[config.mk]
export PLATFORM = sky130hd
export DESIGN_NAME = exec_cond_stage
export DESIGN_NICKNAME = d
export VERILOG_FILES = /design/src/rtl/exec_pkg.sv /design/src/rtl/exec_cond_stage_cond_eval.sv /design/src/rtl/exec_cond_stage.sv
export SDC_FILE = /design/constraint.sdc
export NUM_CORES = 1
export LEC_CHECK = 0
export CORE_MARGIN = 2
export CORE_UTILIZATION = 45
export DETAILED_ROUTE_END_ITERATION = 10
export PLACE_DENSITY = 0.75
export SLEW_MARGIN = 25
export SYNTH_ARGS = -nofsm -noshare
export SYNTH_HDL_FRONTEND = slang
export SYNTH_SLANG_ARGS = --single-unit
[constraint.sdc]
create_clock -name clk -period 6.1 [get_ports clk]
set_input_delay 1.22 -clock clk [delete_from_list [all_inputs] [get_ports clk]]
set_output_delay 1.22 -clock clk [all_outputs]
set_load 0.1 [all_outputs]
[src/rtl/exec_pkg.sv]
// Shared definitions for the execute-stage condition/output buffer and
// anything else that evaluates condition codes against NZCV.
package exec_pkg;

    localparam int ENTRY_DATA_W = 32;
    localparam int ENTRY_RD_W   = 4;

    localparam logic [3:0] COND_EQ = 4'd0;
    localparam logic [3:0] COND_NE = 4'd1;
    localparam logic [3:0] COND_CS = 4'd2;
    localparam logic [3:0] COND_CC = 4'd3;
    localparam logic [3:0] COND_MI = 4'd4;
    localparam logic [3:0] COND_PL = 4'd5;
    localparam logic [3:0] COND_VS = 4'd6;
    localparam logic [3:0] COND_VC = 4'd7;
    localparam logic [3:0] COND_HI = 4'd8;
    localparam logic [3:0] COND_LS = 4'd9;
    localparam logic [3:0] COND_GE = 4'd10;
    localparam logic [3:0] COND_LT = 4'd11;
    localparam logic [3:0] COND_GT = 4'd12;
    localparam logic [3:0] COND_LE = 4'd13;
    localparam logic [3:0] COND_AL = 4'd14;
    localparam logic [3:0] COND_NV = 4'd15;

    localparam int FLAG_N = 3;
    localparam int FLAG_Z = 2;
    localparam int FLAG_C = 1;
    localparam int FLAG_V = 0;

    typedef enum logic [1:0] {
        EMPTY = 2'd0,
        ONE   = 2'd1,
        TWO   = 2'd2
    } buf_state_e;

    typedef struct packed {
        logic [ENTRY_DATA_W-1:0] result;
        logic [ENTRY_RD_W-1:0]   rd;
        logic                    wr_en;
        logic                    executed;
    } entry_t;

endpackage

[src/rtl/exec_cond_stage_cond_eval.sv]
// Combinational condition-code check against an NZCV flag vector.
// Kept standalone so the branch unit can reuse it.
module cond_eval
    import exec_pkg::*;
(
    input  logic [3:0] cond_i,
    input  logic [3:0] flags_i,
    output logic       pass_o
);

    logic n, z, c, v;

    assign n = flags_i[FLAG_N];
    assign z = flags_i[FLAG_Z];
    assign c = flags_i[FLAG_C];
    assign v = flags_i[FLAG_V];

    // Decode the condition code into a pass/fail decision
    always_comb begin
        pass_o = 1'b0;
        case (cond_i)
            COND_EQ: pass_o = z;
            COND_NE: pass_o = !z;
            COND_CS: pass_o = c;
            COND_CC: pass_o = !c;
            COND_MI: pass_o = n;
            COND_PL: pass_o = !n;
            COND_VS: pass_o = v;
            COND_VC: pass_o = !v;
            COND_HI: pass_o = c && !z;
            COND_LS: pass_o = !c || z;
            COND_GE: pass_o = (n == v);
            COND_LT: pass_o = (n != v);
            COND_GT: pass_o = !z && (n == v);
            COND_LE: pass_o = z || (n != v);
            COND_AL: pass_o = 1'b1;
            default: pass_o = 1'b0;
        endcase
    end

endmodule

[src/rtl/exec_cond_stage.sv]
// Execute-stage output buffer: holds the committed NZCV flags, gates write
// enable and flag update on each instruction's condition, and hands results
// to writeback through a two-entry skid buffer.
//
// state | meaning
// EMPTY | no entries held
// ONE   | output register holds an entry
// TWO   | output and skid registers both hold entries (in_ready low)
module exec_cond_stage
    import exec_pkg::*;
#(
    parameter int DATA_W = ENTRY_DATA_W,
    parameter int RD_W   = ENTRY_RD_W
) (
    input  logic              clk,
    input  logic              rst,
    input  logic              in_valid,
    output logic              in_ready,
    input  logic [DATA_W-1:0] in_result,
    input  logic              in_n,
    input  logic              in_z,
    input  logic              in_c,
    input  logic              in_v,
    input  logic [3:0]        in_cond,
    input  logic              in_set_flags,
    input  logic [RD_W-1:0]   in_rd,
    input  logic              in_wr_en,
    input  logic              flush,
    output logic              out_valid,
    input  logic              out_ready,
    output logic [DATA_W-1:0] out_result,
    output logic [RD_W-1:0]   out_rd,
    output logic              out_wr_en,
    output logic              out_executed,
    output logic [3:0]        flags
);

    buf_state_e state_q, state_d;
    entry_t     out_q, out_d;
    entry_t     skid_q, skid_d;
    entry_t     new_entry;
    logic [3:0] flags_q, flags_d;
    logic       pass;
    logic       accept;
    logic       pop;

    // in_ready comes from the state register only, so no input-to-ready path
    assign in_ready  = !rst && (state_q != TWO);
    assign out_valid = (state_q != EMPTY);
    assign accept    = in_valid && in_ready && !flush;
    assign pop       = out_valid && out_ready;

    // Condition is checked against flags before this instruction's own update
    cond_eval u_cond_eval (
        .cond_i  (in_cond),
        .flags_i (flags_q),
        .pass_o  (pass)
    );

    // Build the buffer entry for the incoming instruction
    always_comb begin
        new_entry.result   = in_result;
        new_entry.rd       = in_rd;
        new_entry.wr_en    = in_wr_en && pass;
        new_entry.executed = pass;
    end

    // Flags commit at the accept edge; flush never rolls them back
    always_comb begin
        flags_d = flags_q;
        if (accept && pass && in_set_flags) begin
            flags_d = {in_n, in_z, in_c, in_v};
        end
    end

    // Skid buffer next-state and data movement
    always_comb begin
        state_d = state_q;
        out_d   = out_q;
        skid_d  = skid_q;
        if (flush) begin
            state_d = EMPTY;
        end else begin
            case (state_q)
                EMPTY: begin
                    if (accept) begin
                        state_d = ONE;
                        out_d   = new_entry;
                    end
                end
                ONE: begin
                    if (accept && pop) begin
                        out_d = new_entry;
                    end else if (accept) begin
                        state_d = TWO;
                        skid_d  = new_entry;
                    end else if (pop) begin
                        state_d = EMPTY;
                    end
                end
                TWO: begin
                    if (pop) begin
                        state_d = ONE;
                        out_d   = skid_q;
                    end
                end
                default: state_d = EMPTY;
            endcase
        end
    end

    // State, buffer and flag registers
    always_ff @(posedge clk or posedge rst) begin
        if (rst) begin
            state_q <= EMPTY;
            out_q   <= '0;
            skid_q  <= '0;
            flags_q <= 4'b0000;
        end else begin
            state_q <= state_d;
            out_q   <= out_d;
            skid_q  <= skid_d;
            flags_q <= flags_d;
        end
    end

    assign out_result   = out_q.result;
    assign out_rd       = out_q.rd;
    assign out_wr_en    = out_q.wr_en;
    assign out_executed = out_q.executed;
    assign flags        = flags_q;

endmodule

==> flow_summary.yaml <==
routing:
  dr_wl_met2_um: 3874
  via_per_inst: 5.295
  topRoutingLayerUsed: "met4"
  drc: 0
  wl_met3_um: 460
  firstDrtPassIters: 7
  final_antenna_net_count: 0
  wl_um: 8089
  wl_met1_um: 3646
  wire_per_inst_um: 15.01
  initialDrtViolationCount: 98
  num_vias: 2854
finish:
  area_growth_pct: 34.06
  drive_above_1_share: 0.06865
  nets: 483
  final_cell_area_um2: 4871
  n_antenna_cell: 0
  fillCellCount: 636
yosys:
  synth_area_um2: 3633
  synthesis.nets: 398
  synthCells: 347
  yosysWarnings: 0
  syn_area_per_cell_um2: 10.47
  seq_area_frac_synth: 0.5647
  ys_ff_latch: 82
  synth_cell_types: 36
die:
  dieHeight_um: 93.86
  rows: 32
  die_area_um2: 8809
  core_area_um2: 7767
  ioPinCount: 95
  start_util: 0.4678
  fp.dieW_um: 93.86
global_route:
  grt_pass1_vias: 2848
  grt_first_pass_wirelength_um: 13040
  grt_start_max_net_pins: 47
  antenna_found_initial: 0
  grt.overflow.total: 0
  grt_use_total: 0.1886
sta:
  maxSlewViolCount: 0
  finalHoldViolations: 0
  fin_setup_tns_ps: 0
  skew_ps: 7.226
  min_period_over_period: 0.6854
  hold_ws_ps: 490.7
  clock.fmax_ghz: 0.2392
  worst_pin_slew_ps: 1035
  relSlewSlack: 0.3075
  layout_min_cycle_time_ps: 4181
  rsz0062_at_grt: "false"
  finalSetupViolations: 0
cts:
  clock_latency_ps: 340
  post_cts_resized: 0
  clk_pin_slew_ps: 80
  postCtsHoldBufs: 0
  cts_tree: "built"
  htreeDepth: 3
  cts.path.max_buffers: 2
  cts-buffers-inserted: 9
  numClockSinks: 82
  clock-root-buffer: "clkbuf_8"
  cts_setup_buffers: 0
placed_design:
  hpwl_um: 5256
  globalplace.congestion: 0.7422
  io_buffers: 94
  placed_cell_area_um2: 4626
worst_hold_path:
  hold_path_end: "skid_q[1]"
  hold_path_class: "reg -> reg"
  min_path_cells: 2
  hp-start: "skid_q[1]"
run_status:
  status: "complete, no violations"
critical_path:
  reg2regPathDepth: 2
  start_kind: "input port"
  r2r-start: "state_q[1]"
  critPathKind: "in -> out"
  r2r_setup_slack_ps: 3790
  path_max_fanout: 4
  crit_family: "buffers and inverters"
  critPathCaptureType: "output pin"
  cpMaxStageDelayCell: "clkdlybuf4s50_1"
  r2r_end: "skid_q[19]"
  cp_common_cell: "clkdlybuf4s50_1"
  crit_chain: "clkdlybuf4s50_1 -> nor2_1 -> clkdlybuf4s50_1"
  critPathArrivalTime_ps: 2960
  required_ps: 4880
  critPathMaxStageDelay_ps: 1140
  path_buf_inv: 2
pwr:
  leakagePower_nw: 2.117
  power.density_nw_per_um2: 401.6
  max-vdd-ir-drop_mv: 0.1747
flow_run:
  cap_violations: 0
area by class of cell:
| class | count | area [µm²] | share of cell area |
|---|---|---|---|
| multi-input cells | 239 | 1478 | 0.3034 |
| well taps | 102 | 127.6 | 0.02620 |
| inverters | 3 | 12.51 | 0.002569 |
| clock buffers | 10 | 127.6 | 0.02620 |
| repair buffers | 97 | 983.4 | 0.2019 |
| clock inverters | 6 | 90.09 | 0.01849 |
| flip-flops and latches | 82 | 2052 | 0.4213 |
how the worst max path moves through the flow:
stage | end | slack (ps) | cells past startpoint | start
floorplan | in_ready | 2410 | 1 | rst
global placement | in_ready | 1920 | 3 | rst
detailed placement | in_ready | 1930 | 3 | rst
CTS | in_ready | 1920 | 3 | rst
global route | in_ready | 1820 | 3 | rst
finish | in_ready | 1920 | 3 | rst
state kept, by name, summed over array words and instances (netlist names):
| name | count |
|---|---|
| out_executed | 1 |
| skid_q | 38 |
| state_q | 2 |
| out_result | 32 |
| flags | 4 |
| out_rd | 4 |
| out_wr_en | 1 |
cell families after synthesis:
family,count (synthesis),share of synthesized area
XOR/XNOR,2,0.004822
multiplexers,43,0.1326
flip-flops,82,0.5647
buffers and inverters,26,0.03478
AND/OR/NAND/NOR,140,0.1663
AO/OA/AOI/OAI,54,0.09676
worst min-delay path: cells and delay by family, from the launching register on:
family	cells	cell delay, ps
AOI/OAI and AO/OA	1	60
DFF	1	350
and+or+nand+nor	1	50
cell usage after synthesis (all sizes together):
library cell  instances  area [µm²]
a211oi                1       7.510
a21oi                 3       15.01
a221oi                1       8.760
a311oi                1       8.760
a31oi                39       244.0
buf                  10       66.31
clkbuf               13       48.80
dfrtp                82        2052
inv                   3       11.26
mux2                 41       461.7
mux2i                 2       20.02
nand2                76       285.3
nand2b                4       32.53
nand3                 1       5.000
nand3b                3       22.52
nand4                 1       6.260
nor2                 44       165.2
nor2b                 4       25.02
nor4b                 1       15.01
nor4bb                1       10.01
o2111ai               1       15.01
o211ai                2       15.01
o21ai                 4       20.02
o22a                  1       8.760
o311ai                1       8.760
or2                   2       12.52
or2b                  1       8.760
or3b                  1       8.760
or4                   1       7.510
xnor2                 1       8.760
xor2                  1       8.760
cell usage in the layout (no fill, tap or decap), drive strengths merged, types with 2 or more instances in the layout:
cell,n
a31oi,39
nand2b,4
bufinv,2
nand2,76
or2,2
dfrtp,82
o21ai,4
buf,3
mux2i,2
nand3b,3
nor2,44
clkinv,3
nor2b,4
o211ai,2
clkdlybuf4s50,94
mux2,41
a21oi,3
inv,3
clkbuf,10
power breakdown:
group	total (mW)	internal, mW	switching, mW
Combinational	0.804	0.214	0.590
Clock	0.428	0.232	0.196
Sequential	0.723	0.655	0.0688
Total	1.96	1.10	0.855
per-layer routing:
| metal | up-vias | global-route usage |
|---|---|---|
| met4 | 0 | 0.07850 |
| met1 | 1385 | 0.2421 |
| li1 | 1366 | - |
| met2 | 93 | 0.3048 |
| met5 | - | 0 |
| met3 | 10 | 0.04735 |
stage by stage:
step           instances  setup WS [ps]  total power, mW  utilization
2_1_floorplan        347           2407            1.326            -
3_3_place_gp         522           1915            1.523       0.5955
3_5_place_dp         522           1929            1.540       0.5955
4_1_cts              538           1917            1.972       0.6236
5_1_grt              539           1823            2.040       0.6271
6_report             539           1919            1.956       0.6271
Power figures use the tool's default switching activity.
